--- src/rtl/op_pkg.sv ---
// op_pkg: shared widths, field offsets and result packing for the operator capture stage.
package op_pkg;
    localparam int RES_W  = 19;
    localparam int A_W    = 4;
    localparam int Y4_W   = 8;
    localparam int Y5_W   = 5;
    localparam int Y1_LSB = 0;
    localparam int Y2_LSB = 1;
    localparam int Y3_LSB = 2;
    localparam int Y4_LSB = 6;
    localparam int Y5_LSB = 14;

    function automatic logic [RES_W-1:0] pack_result(
        input logic            y1,
        input logic            y2,
        input logic [A_W-1:0]  y3,
        input logic [Y4_W-1:0] y4,
        input logic [Y5_W-1:0] y5
    );
        logic [RES_W-1:0] w;
        w                  = '0;
        w[Y1_LSB]          = y1;
        w[Y2_LSB]          = y2;
        w[Y3_LSB +: A_W]   = y3;
        w[Y4_LSB +: Y4_W]  = y4;
        w[Y5_LSB +: Y5_W]  = y5;
        return w;
    endfunction
endpackage

--- src/rtl/op_fifo.sv ---
// op_fifo: show-ahead synchronous FIFO; head word is visible on o_rd_data whenever o_rd_valid.
module op_fifo #(
    parameter int WIDTH = 19,
    parameter int DEPTH = 4
) (
    input  logic                     clk,
    input  logic                     rst_n,
    input  logic                     i_wr_valid,
    output logic                     o_wr_ready,
    input  logic [WIDTH-1:0]         i_wr_data,
    output logic                     o_rd_valid,
    input  logic                     i_rd_ready,
    output logic [WIDTH-1:0]         o_rd_data,
    output logic [$clog2(DEPTH):0]   o_fill
);
    localparam int AW = $clog2(DEPTH);
    localparam logic [AW:0] FULL = (AW+1)'(DEPTH);

    logic [WIDTH-1:0] r_mem [DEPTH];
    logic [AW-1:0]    r_wr_ptr;
    logic [AW-1:0]    r_rd_ptr;
    logic [AW:0]      r_fill;
    logic             w_push;
    logic             w_pop;

    assign o_wr_ready = r_fill != FULL;
    assign o_rd_valid = r_fill != '0;
    assign w_push     = i_wr_valid && o_wr_ready;
    assign w_pop      = i_rd_ready && o_rd_valid;
    assign o_rd_data  = o_rd_valid ? r_mem[r_rd_ptr] : '0;
    assign o_fill     = r_fill;

    always_ff @(posedge clk or negedge rst_n) begin
        if (!rst_n) begin
            r_wr_ptr <= '0;
            r_rd_ptr <= '0;
            r_fill   <= '0;
            for (int i = 0; i < DEPTH; i++) r_mem[i] <= '0;
        end else begin
            if (w_push) begin
                r_mem[r_wr_ptr] <= i_wr_data;
                r_wr_ptr        <= r_wr_ptr + 1'b1;
            end
            if (w_pop) r_rd_ptr <= r_rd_ptr + 1'b1;
            if (w_push != w_pop) r_fill <= w_push ? r_fill + 1'b1 : r_fill - 1'b1;
        end
    end
endmodule

--- src/rtl/op_result_capture.sv ---
// op_result_capture: packs y1..y5 into a FIFO and keeps saturating capture statistics
// plus a sticky check that y4 is a true {a,a} replication.
module op_result_capture
    import op_pkg::*;
#(
    parameter int DEPTH = 4,
    parameter int CNT_W = 8
) (
    input  logic                     clk,
    input  logic                     rst_n,
    input  logic                     cap_valid,
    output logic                     cap_ready,
    input  logic                     y1,
    input  logic                     y2,
    input  logic [A_W-1:0]           y3,
    input  logic [Y4_W-1:0]          y4,
    input  logic [Y5_W-1:0]          y5,
    output logic                     rd_valid,
    input  logic                     rd_ready,
    output logic [RES_W-1:0]         rd_data,
    output logic [$clog2(DEPTH):0]   fill,
    output logic [CNT_W-1:0]         cap_count,
    output logic [CNT_W-1:0]         le_count,
    output logic                     rep_err,
    input  logic                     clr
);
    logic [RES_W-1:0] w_word;
    logic             w_push;
    logic             w_mis;
    logic [CNT_W-1:0] w_cap_base;
    logic [CNT_W-1:0] w_le_base;
    logic [CNT_W-1:0] r_cap;
    logic [CNT_W-1:0] r_le;
    logic             r_rep;

    assign w_word     = pack_result(y1, y2, y3, y4, y5);
    assign w_push     = cap_valid && cap_ready;
    assign w_mis      = y4[Y4_W-1:A_W] != y4[A_W-1:0];
    // clr and a coincident push merge: the push counts on top of the cleared value
    assign w_cap_base = clr ? '0 : r_cap;
    assign w_le_base  = clr ? '0 : r_le;

    op_fifo #(.WIDTH(RES_W), .DEPTH(DEPTH)) u_fifo (
        .clk        (clk),
        .rst_n      (rst_n),
        .i_wr_valid (cap_valid),
        .o_wr_ready (cap_ready),
        .i_wr_data  (w_word),
        .o_rd_valid (rd_valid),
        .i_rd_ready (rd_ready),
        .o_rd_data  (rd_data),
        .o_fill     (fill)
    );

    always_ff @(posedge clk or negedge rst_n) begin
        if (!rst_n) begin
            r_cap <= '0;
            r_le  <= '0;
            r_rep <= 1'b0;
        end else begin
            r_cap <= w_cap_base + CNT_W'(w_push && !(&w_cap_base));
            r_le  <= w_le_base + CNT_W'(w_push && y1 && !(&w_le_base));
            r_rep <= (r_rep && !clr) || (w_push && w_mis);
        end
    end

    assign cap_count = r_cap;
    assign le_count  = r_le;
    assign rep_err   = r_rep;
endmodule

--- config.mk ---
export PLATFORM = sky130hd
export DESIGN_NAME = op_result_capture
export DESIGN_NICKNAME = d
export VERILOG_FILES = /design/src/rtl/op_pkg.sv /design/src/rtl/op_fifo.sv /design/src/rtl/op_result_capture.sv
export SDC_FILE = /design/constraint.sdc
export NUM_CORES = 1
export LEC_CHECK = 0
export CORE_MARGIN = 10
export CORE_UTILIZATION = 30
export CTS_BUF_LIST = sky130_fd_sc_hd__clkbuf_16
export DETAILED_ROUTE_END_ITERATION = 8
export GPL_TIMING_DRIVEN = 0
export HOLD_SLACK_MARGIN = 0.02
export RECOVER_POWER = 25
export SYNTH_ARGS = -nofsm -noshare
export SYNTH_HDL_FRONTEND = slang
export SYNTH_HIERARCHICAL = 1
export SYNTH_SLANG_ARGS = --single-unit
--- constraint.sdc ---
create_clock -name clk -period 2.6 [get_ports clk]
set_input_delay 0.65 -clock clk [delete_from_list [all_inputs] [get_ports clk]]
set_output_delay 0.65 -clock clk [all_outputs]
set_load 0.05 [all_outputs]
# Word-level counts from Yosys, hierarchy flattened
# Index checks and enable logic that the tools add are counted.
[totals]
reg_bits = 100
input_bits = 24
wordCells = 49
[op_classes]
n_mux = 10
n_bitwise = 2
eq_ne = 3
add_sub_neg = 6
reduce_logical = 15
n_lt_le_gt_ge = 3
[op_table]
columns = ["operator", "n"]
rows = [
  ["76-bit bitwise mux", 1],
  ["19-bit two-way mux", 4],
  ["19-bit binary-select mux with 2-bit select", 1],
  ["19-bit demux with 2-bit select", 1],
  ["8-bit by 1-bit adder with 8-bit output", 2],
  ["8-bit two-way mux", 2],
  ["8-bit AND reduction", 2],
  ["1-bit logical AND", 8],
  ["3-bit greater-or-equal comparator (second input constant)", 2],
  ["2-bit inverter with 3-bit output", 2],
  ["2-bit by 1-bit adder with 2-bit output (second input constant)", 2],
  ["4-bit != test", 1],
  ["3-bit by 1-bit adder with 3-bit output (second input constant)", 1],
  ["1-bit zero test", 3],
  ["3-bit by 1-bit < comparator with 1-bit output (second input constant)", 1],
  ["3-bit two-way mux", 1],
  ["3-bit != test (second input constant)", 1],
  ["3-bit nonzero test", 1],
  ["3-bit by 1-bit subtractor with 3-bit output (second input constant)", 1],
  ["1-bit logical OR", 1],
  ["1-bit != test", 1],
]

# Longest topological paths before layout
# Gate-level depths: netlist (run 1).
[logic_depth]
depth_word = 6
depth_mapped = 10
ltp_nobuf = 8

# Hierarchy
# The synthesis (run 1) kept the hierarchy.
[modules_own_cells]
columns = ["mod", "seq_area_each_um2", "n_inst", "cells_each", "area_per_inst_um2"]
rows = [
  ["op_fifo", 2077.0, 1, 256, 4098.9],
  ["op_result_capture", 425.4, 1, 87, 874.6],
]

# Least setup slack after synthesis (run 1)
# OpenSTA, ideal clock, no wires.
[synth_path]
kind = "register -> output"
startpoint = "register u_fifo.r_fill[0], in the netlist u_fifo/o_fill[0]"
endpoint = "output rd_data[10]"
t_arrival_ps = 2098
path_stages_with_launch = 5
required_ps = 1950
setup_slack_ps = -148
cell_sequence = "dfrtp_1 > buf_6 > or3_1 > clkbuf_1 > and2_1"
[synth_via]
elab_chain_cells = 2
[synth_lines]
columns = ["item", "line", "source"]
rows = [
  ["start: declaration", "op_fifo.sv:22", "logic [AW:0] r_fill;"],
  ["start signal: assignment", "op_fifo.sv:45", "if (w_push != w_pop) r_fill <= w_push ? r_fill + 1'b1 : r_fill - 1'b1;"],
  ["3-bit nonzero test", "op_fifo.sv:27", "assign o_rd_valid = r_fill != '0;"],
  ["named net rd_valid", "op_result_capture.sv:18", "output logic rd_valid,"],
  ["19-bit two-way mux", "op_fifo.sv:30", "assign o_rd_data = o_rd_valid ? r_mem[r_rd_ptr] : '0;"],
  ["end: declaration", "op_result_capture.sv:20", "output logic [RES_W-1:0] rd_data,"],
]
# The timed path passes the listed nets, and every way through them passes these cells.

# Worst setup path after layout (run 1)
[layout_path]
startpoint = "register u_fifo.r_rd_ptr[0]"
endpoint = "output rd_data[13]"
[layout_via]
elab_chain_cells = 5
[layout_lines]
columns = ["item", "line", "source"]
rows = [
  ["start: declaration", "op_fifo.sv:21", "logic [AW-1:0] r_rd_ptr;"],
  ["start signal: assignment", "op_fifo.sv:44", "if (w_pop) r_rd_ptr <= r_rd_ptr + 1'b1;"],
  ["2-bit inverter with 3-bit output (implied by the code)", "op_fifo.sv:30", ""],
  ["19-bit binary-select mux with 2-bit select", "op_fifo.sv:30", ""],
  ["19-bit two-way mux (implied by the code) (2 in a row)", "op_fifo.sv:30", ""],
  ["19-bit two-way mux", "op_fifo.sv:30", ""],
]
# No other way between the ends. The select of a mux whose other input is x is not followed.

==> key figures, run 1 <==
Power and ir drop
  – Power share of the clock group: 15.4%
  – Peak VDD IR: 0.744 mV
  – Tot Pwr: 8.70 mW
  – Switching share of total power: 41.4%
  – Internal power: a little over 5 mW
  – Seq pwr share: between 30% and 40%
  – PD cells: 1410 nW/um^2
  – Sw Pwr: 3.60 mW
  – Leak Pwr: 2.63 nW
  – Logic pwr share: 54.0%

STA
  – Final count of hold timing violations: 0
  – Pins Over Slew Limit: 31
  – Slew HR: -26.3%
  – Worst clock skew: 8.66 ps
  – Setup violators final: 0
  – Final Critical Period: 2540 ps
  – Unrepaired setup endpoints after global routing: yes
  – Crit share post-route: 97.5%
  – Hold WS: 504 ps
  – TNS Setup: 0 ps
  – Max Freq: roughly 390 MHz
  – Worst slew pin tran: 1890 ps

Critical path
  – Critical path arrival: 1890 ps
  – Bufs and invs on worst path: 2
  – FF-to-FF End: cap_count[4]
  – Number of cells on the worst reg-to-reg path: 10
  – WS Path Type: reg2out
  – Critical path's slowest cell: mux4_2
  – CP max stage delay: about 500 ps
  – Critical Path Start Type: flip-flop
  – Crit path cell chain: buf_8 > mux4_2 > and2_1 > buf_2
  – Max FO, Critical Path: 10
  – Critical Path RT: between 1500 and 2000 ps
  – FF-to-FF Start: u_fifo/o_fill[0]
  – Critical path's top delay family: multiplexers
  – CP endpoint kind: output port
  – R2R setup slack: 400 ps

Floorplan
  – Core Area: 16400 sq um
  – Initial core utilization: 30.3%
  – Chip Width: 149 microns
  – IO Pins: 65
  – DIE AREA: 22100 sq um
  – Die H: 149 microns
  – Row count: 47

Hold path
  – Endpoint, Worst Hold: u_fifo/r_mem[22]
  – Hold WC Path Type: reg2reg
  – Hold path startpoint: u_fifo/r_mem[22]
  – WHS Path Cells: 1

Routing
  – Detailed-route wire length: 11400 microns
  – Total number of vias: 3071
  – Initial drt markers: 99
  – Routed vias/inst: 4.75
  – # DRC: 0
  – First drt pass iteration count: 4
  – Antenna-violating nets left: 0
  – Wire per inst: 17.6 microns

Global route
  – Largest net degree at the start of global routing: 71
  – Grt ovf: 0
  – First-pass GRT wire length: 19100 microns
  – Initial antenna violation count: 0
  – Tot GR Track Use: 10.9%
  – Number of global-route vias before repair: 3432

Synth
  – Distinct cells, synth: 40
  – FFs w/ async S/R, synth: 100%
  – Synth top area share: 50.3%
  – Seq/Total Area, Yosys: between 50% and 60%
  – Post-Syn Area: a little under 5000 sq um
  – Mapped Nets: 376
  – Yosys top cell by area: dfrtp_1
  – Synth Flop Type: dfrtp_1
  – Ys Warns: 6
  – Gate Count Post-Synth: approximately 340
  – #FFs+latches synth: 100
  – Post-synth EDFFs: 0
  – Top post-synthesis cells by count: dfrtp_1, mux2_4, mux2_2
  – Syn avg cell area: approximately 15 sq um
  – Most area-consuming cells after synthesis: dfrtp_1, mux2_4, mux2_2, mux4_2, and2_1
  – Most frequent cell after synthesis: dfrtp_1

Run
  – # Max-Cap Violations: 1

Clock network
  – CTS tree: done
  – H-Tree Depth: 3
  – CTS buffer count: 9
  – Clock buffer depth: 2
  – Root buf cell: clkbuf_16
  – Clock slew seen by the registers of the worst setup and hold paths: 80 ps
  – Clk_lat worst skew: about 350 ps
  – Clk sink count: 100

Placed design
  – Gpl congestion: a little under 0.8
  – Post-DP HPWL: 7670 microns
  – Port Buf Inserts: 63

Status
  – Status: finished with violations
  – Failing checks: capacitance limit, slew limit

Finish
  – Share of layout cells above drive strength 1: 37.8%
  – N_diodes: 0
  – Nets: ~450
  – Synth-to-layout area growth: 24.5%
==> logic make-up after synthesis <==
kind of cell | after synthesis | synth area share [%]
adders and majority gates | 9 | 2.42
and+or+nand+nor | 74 | 8.35
xor gates and xnor gates | 15 | 2.64
DFF | 100 | 50.3
muxes | 97 | 29.3
buffers and inverters | 24 | 4.13
AOI/OAI and AO/OA | 24 | 2.87
==> layout by cell type (no fill, tap or decap), types with 9 or more instances in the layout <==
master	n
nand3_1	11
clkbuf_16	9
mux2_2	38
mux2_4	40
o21ai_0	9
and2_1	19
nor2_1	10
dfrtp_1	99
clkdlybuf4s50_1	40
buf_2	19
mux4_2	19
==> area by class of cell <==
cell class,instances,area (sq um)
plain buffers,20,233
clock buffers,9,225
clock inverters,7,77.6
fillers,1519,10200
inverters,4,15.0
multi-input cells,219,2270
flip-flops and latches,100,2500
well taps,220,275
repair buffers,67,589
==> worst register-to-register path, stage by stage (launching register included) <==
cell and delay, ps:
dfrtp_1 410, buf_6 150, or3b_1 360, buf_2 190, nand2_1 100, a31oi_1 50, ha_1 240, ha_1 250
nand3_1 120, xor2_1 180, nor2_1 60
==> routing by layer <==
| metal | track usage, % | vias to the layer above | wire [microns] |
|---|---|---|---|
| met5 | 0 | - | 0 |
| li1 | - | 1392 | - |
| met1 | 13.7 | 1612 | 5240 |
| met2 | 17.5 | 56 | 5490 |
| met4 | 3.29 | 0 | 127 |
| met3 | 3.40 | 11 | 513 |
==> registers in the layout (all words and copies together) (netlist names) <==
| signal | count |
|---|---|
| u_fifo/r_mem | 76 |
| cap_count | 8 |
| le_count | 8 |
| u_fifo/o_fill | 3 |
| u_fifo/r_rd_ptr | 2 |
| u_fifo/r_wr_ptr | 2 |
| rep_err | 1 |
==> worst max-delay path by stage <==
stage                                  end               start  slack (ps)  cells past startpoint
after global routing            rd_data[0]  u_fifo/r_rd_ptr[0]        -0.7                      4
after detailed placement  u_fifo/o_fill[2]           cap_valid        -490                      7
after global placement     u_fifo/r_mem[2]               rst_n       -2840                      1
after CTS                      rd_data[13]    u_fifo/o_fill[0]           1                      5
final                          rd_data[13]  u_fifo/r_rd_ptr[0]          60                      4
after floorplan                rd_data[10]    u_fifo/o_fill[0]         100                      4
==> power by group through the flow <==
| stage | Sequential, mW | Clock [mW] | Combinational (mW) |
|---|---|---|---|
| CTS | 2.67 | 1.39 | 4.72 |
| detailed placement | 2.68 | 0 | 4.95 |
| floorplan | 2.72 | 0 | 3.50 |
| global route | 2.76 | 1.45 | 5.03 |
| finish | 2.66 | 1.34 | 4.70 |
| global placement | 2.64 | 0 | 4.89 |
==> repair_timing <==
item / 4_1_cts / 5_1_grt
endpoints found under the setup margin: 22 / 14
hold buffers: 0 / 0
resized for setup: 116 / 5
setup buffers: 0 / 3
==> metrics by stage <==
| step | cells | cell area [sq um] | worst slack [ps] | util [%] |
|---|---|---|---|---|
| 2_1_floorplan | 343 | 4970 | 97.6 | - |
| 3_3_place_gp | 626 | 5880 | -2840 | 35.8 |
| 3_5_place_dp | 627 | 5910 | -491 | 36.0 |
| 4_1_cts | 643 | 6160 | 1.05 | 37.5 |
| 5_1_grt | 646 | 6190 | -0.651 | 37.7 |
| 6_report | 646 | 6190 | 63.9 | 37.7 |
Note: power is estimated with default switching activity, not from simulation.
==> run 2, diff against run 1 <==
CAP_MARGIN = 20   (was not set)
SKIP_CTS_REPAIR_TIMING = 1   (was not set)
==> run 2 against run 1 <==
The flow still finishes with violations (capacitance limit, slew limit). Via count grew 0.55%. Routed wire length grew 0.26%. Core utilization is essentially flat. Maximum frequency shrank 0.35%. Clock skew is essentially flat. Critical endpoint is now rd_data[16]. First-iteration DRC count is the same.
==> key figures, run 2 (synthesized netlist as in run 1, its figures left out) <==
Floorplan
  – Die H: 149 microns (unchanged)
  – Row count: 47 (unchanged)
  – Core Area: 16400 sq um (unchanged)
  – Chip Width: 149 microns (unchanged)
  – DIE AREA: 22100 sq um (unchanged)
  – IO Pins: 65 (unchanged)
  – Initial core utilization: 30.3% (unchanged)

Finish
  – Commonest non-fill, non-tap cell in the layout: dfrtp_1
  – Filler-free cell count of the finished design: 646 (unchanged)
  – Synth-to-layout area growth: 24.4% (about the same)
  – Max reg flops: 76 (unchanged)
  – Share of layout cells above drive strength 1: 37.3% (-0.47 points)
  – Filler instances: 1525 (+0.39%)
  – Most frequent cells in the layout: dfrtp_1, clkdlybuf4s50_1, mux2_4, mux2_2
  – Multi-input logic area: 2270 sq um (unchanged)
  – Nets: 454 (unchanged)
  – Core Util, Final: 37.7% (about the same)
  – Top reg by flops: u_fifo/r_mem
  – FF/Latch Area: 2500 sq um (unchanged)
  – N_diodes: 0 (unchanged)

STA
  – Worst slew pin tran: 1900 ps (+4.96 ps)
  – Slew HR: -26.6% (-0.33 points)
  – TNS Setup: 0 ps (unchanged)
  – Crit share post-route: 97.9% (+0.34 points)
  – Max Freq: 393 MHz (-0.35%)
  – Final count of hold timing violations: 0 (unchanged)
  – Unrepaired setup endpoints after global routing: yes
  – Final Critical Period: 2540 ps (+8.91 ps)
  – Pins Over Slew Limit: 31 (unchanged)
  – Worst setup margin: 55.0 ps (-8.91 ps)
  – Worst clock skew: 8.88 ps (+0.220 ps)
  – Setup violators final: 0 (unchanged)

Power and ir drop
  – PD cells: 1410 nW/um^2 (about the same)
  – Leak Pwr: 2.63 nW (about the same)
  – Peak VDD IR: 0.633 mV (-15%)

Global route
  – Number of global-route vias before repair: 3419 (-0.38%)
  – Initial antenna violation count: 0 (unchanged)
  – Largest net degree at the start of global routing: 71 (unchanged)
  – First-pass GRT wire length: 19000 microns (-0.22%)
  – Tot GR Track Use: 10.9% (-0.026 points)
  – Grt ovf: 0 (unchanged)

Critical path
  – WS Path Type: reg2out
  – CP max stage delay: 410 ps (-100 ps)
  – R2R setup slack: 400 ps (about the same)
  – Crit path cell chain: buf_6 > or3_4 > clkbuf_4 > and2_1 > clkbuf_4
  – Critical path's slowest cell: dfrtp_1
  – Number of cells on the worst reg-to-reg path: 10 (unchanged)
  – Critical path's top delay family: simple AND/OR/NAND/NOR gates
  – FF-to-FF Start: u_fifo/o_fill[0]
  – Critical Path Start Type: flip-flop
  – Critical path depth in cells: 5 (+1)
  – Critical Path Source: u_fifo/o_fill[0]
  – CP endpoint kind: output port
  – Bufs and invs on worst path: 3 (+1)
  – Max FO, Critical Path: 10 (unchanged)
  – CP most frequent cell: clkbuf_4
  – Critical path arrival: 1890 ps (about the same)
  – Critical Path RT: 1950 ps (about the same)
  – CP endpoint: rd_data[16]
  – FF-to-FF End: cap_count[4]

Clock network
  – H-Tree Depth: 3 (unchanged)
  – CTS tree: done
  – Clock buffer depth: 2 (unchanged)
  – Clock slew seen by the registers of the worst setup and hold paths: 70 ps (about the same)
  – Root buf cell: clkbuf_16
  – CTS buffer count: 9 (unchanged)
  – Clk_lat worst skew: 360 ps (about the same)
  – Clk sink count: 100 (unchanged)

Hold path
  – Hold WC Path Type: reg2reg

Run
  – # Max-Cap Violations: 1 (unchanged)

Routing
  – # DRC: 0 (unchanged)
  – Total number of vias: 3088 (+0.55%)
  – Antenna-violating nets left: 0 (unchanged)
  – Wire per inst: 17.6 microns (+0.26%)
  – Detailed-route wire length: 11400 microns (+0.26%)
  – First drt pass iteration count: 4 (unchanged)
  – Initial drt markers: 99 (unchanged)
  – Routed vias/inst: 4.78 (+0.55%)

Placed design
  – Placed Cells: 627 (unchanged)
  – Port Buf Inserts: 63 (unchanged)
  – Post-DP HPWL: 7670 microns (unchanged)
  – Gpl congestion: 0.784 (unchanged)
  – Place WS: -491 ps (unchanged)

Status
  – Status: finished with violations
  – Failing checks: capacitance limit, slew limit
-- run 2: area by class of cell --
cell class | instances | area share (%)
well taps | 220 | 4.45
clock buffers | 9 | 3.64
clock inverters | 7 | 1.25
flip-flops and latches | 100 | 40.5
multi-input cells | 219 | 36.7
repair buffers | 67 | 9.57
inverters | 4 | 0.243
plain buffers | 20 | 3.66
-- run 2: through the flow --
stage | total power [mW] | hold slack [ps] | cell area (sq um)
after floorplan | 6.22 | 354 | 4970
after global placement | 7.53 | 484 | 5880
after detailed placement | 7.63 | 489 | 5910
after CTS | 9.02 | 232 | 6210
after global routing | 9.23 | 519 | 6190
final | 8.71 | 504 | 6190
-- run 2: how the worst min path moves through the flow --
| stage | start | end | slack [ps] | depth (start not counted) |
|---|---|---|---|---|
| 2_1_floorplan | rst_n | cap_count[0] | 350 | 0 |
| 3_3_place_gp | u_fifo/r_mem[7] | u_fifo/r_mem[7] | 480 | 1 |
| 3_5_place_dp | u_fifo/r_mem[34] | u_fifo/r_mem[34] | 490 | 1 |
| 4_1_cts | rst_n | u_fifo/r_mem[55] | 230 | 1 |
| 5_1_grt | u_fifo/r_mem[72] | u_fifo/r_mem[72] | 520 | 1 |
| 6_report | u_fifo/r_mem[22] | u_fifo/r_mem[22] | 500 | 1 |
-- run 2: metal layers --
layer  global-route usage (%)  vias up  part of all wire [%]
met5                        0        -                     0
met4                     3.29        0                   1.2
met3                     3.25       11                   3.9
met2                     17.5       55                    48
met1                     13.7     1629                    47
li1                         -     1393                     -
-- run 2: where the power goes --
part	total [mW]	switching [mW]	internal [mW]	leakage, nW
clock	1.34	0.662	0.681	0.144
sequential	2.66	0.408	2.25	1.21
combinational	4.70	2.55	2.15	1.27
-- run 2: worst reg2reg max path: stages, from the launching register on --
cell	delay (ps)
dfrtp_1	410
buf_6	150
or3b_1	360
buf_2	180
nand2_1	100
a31oi_1	50
ha_1	240
ha_1	250
nand3_1	120
xor2_1	180
nor2_1	60
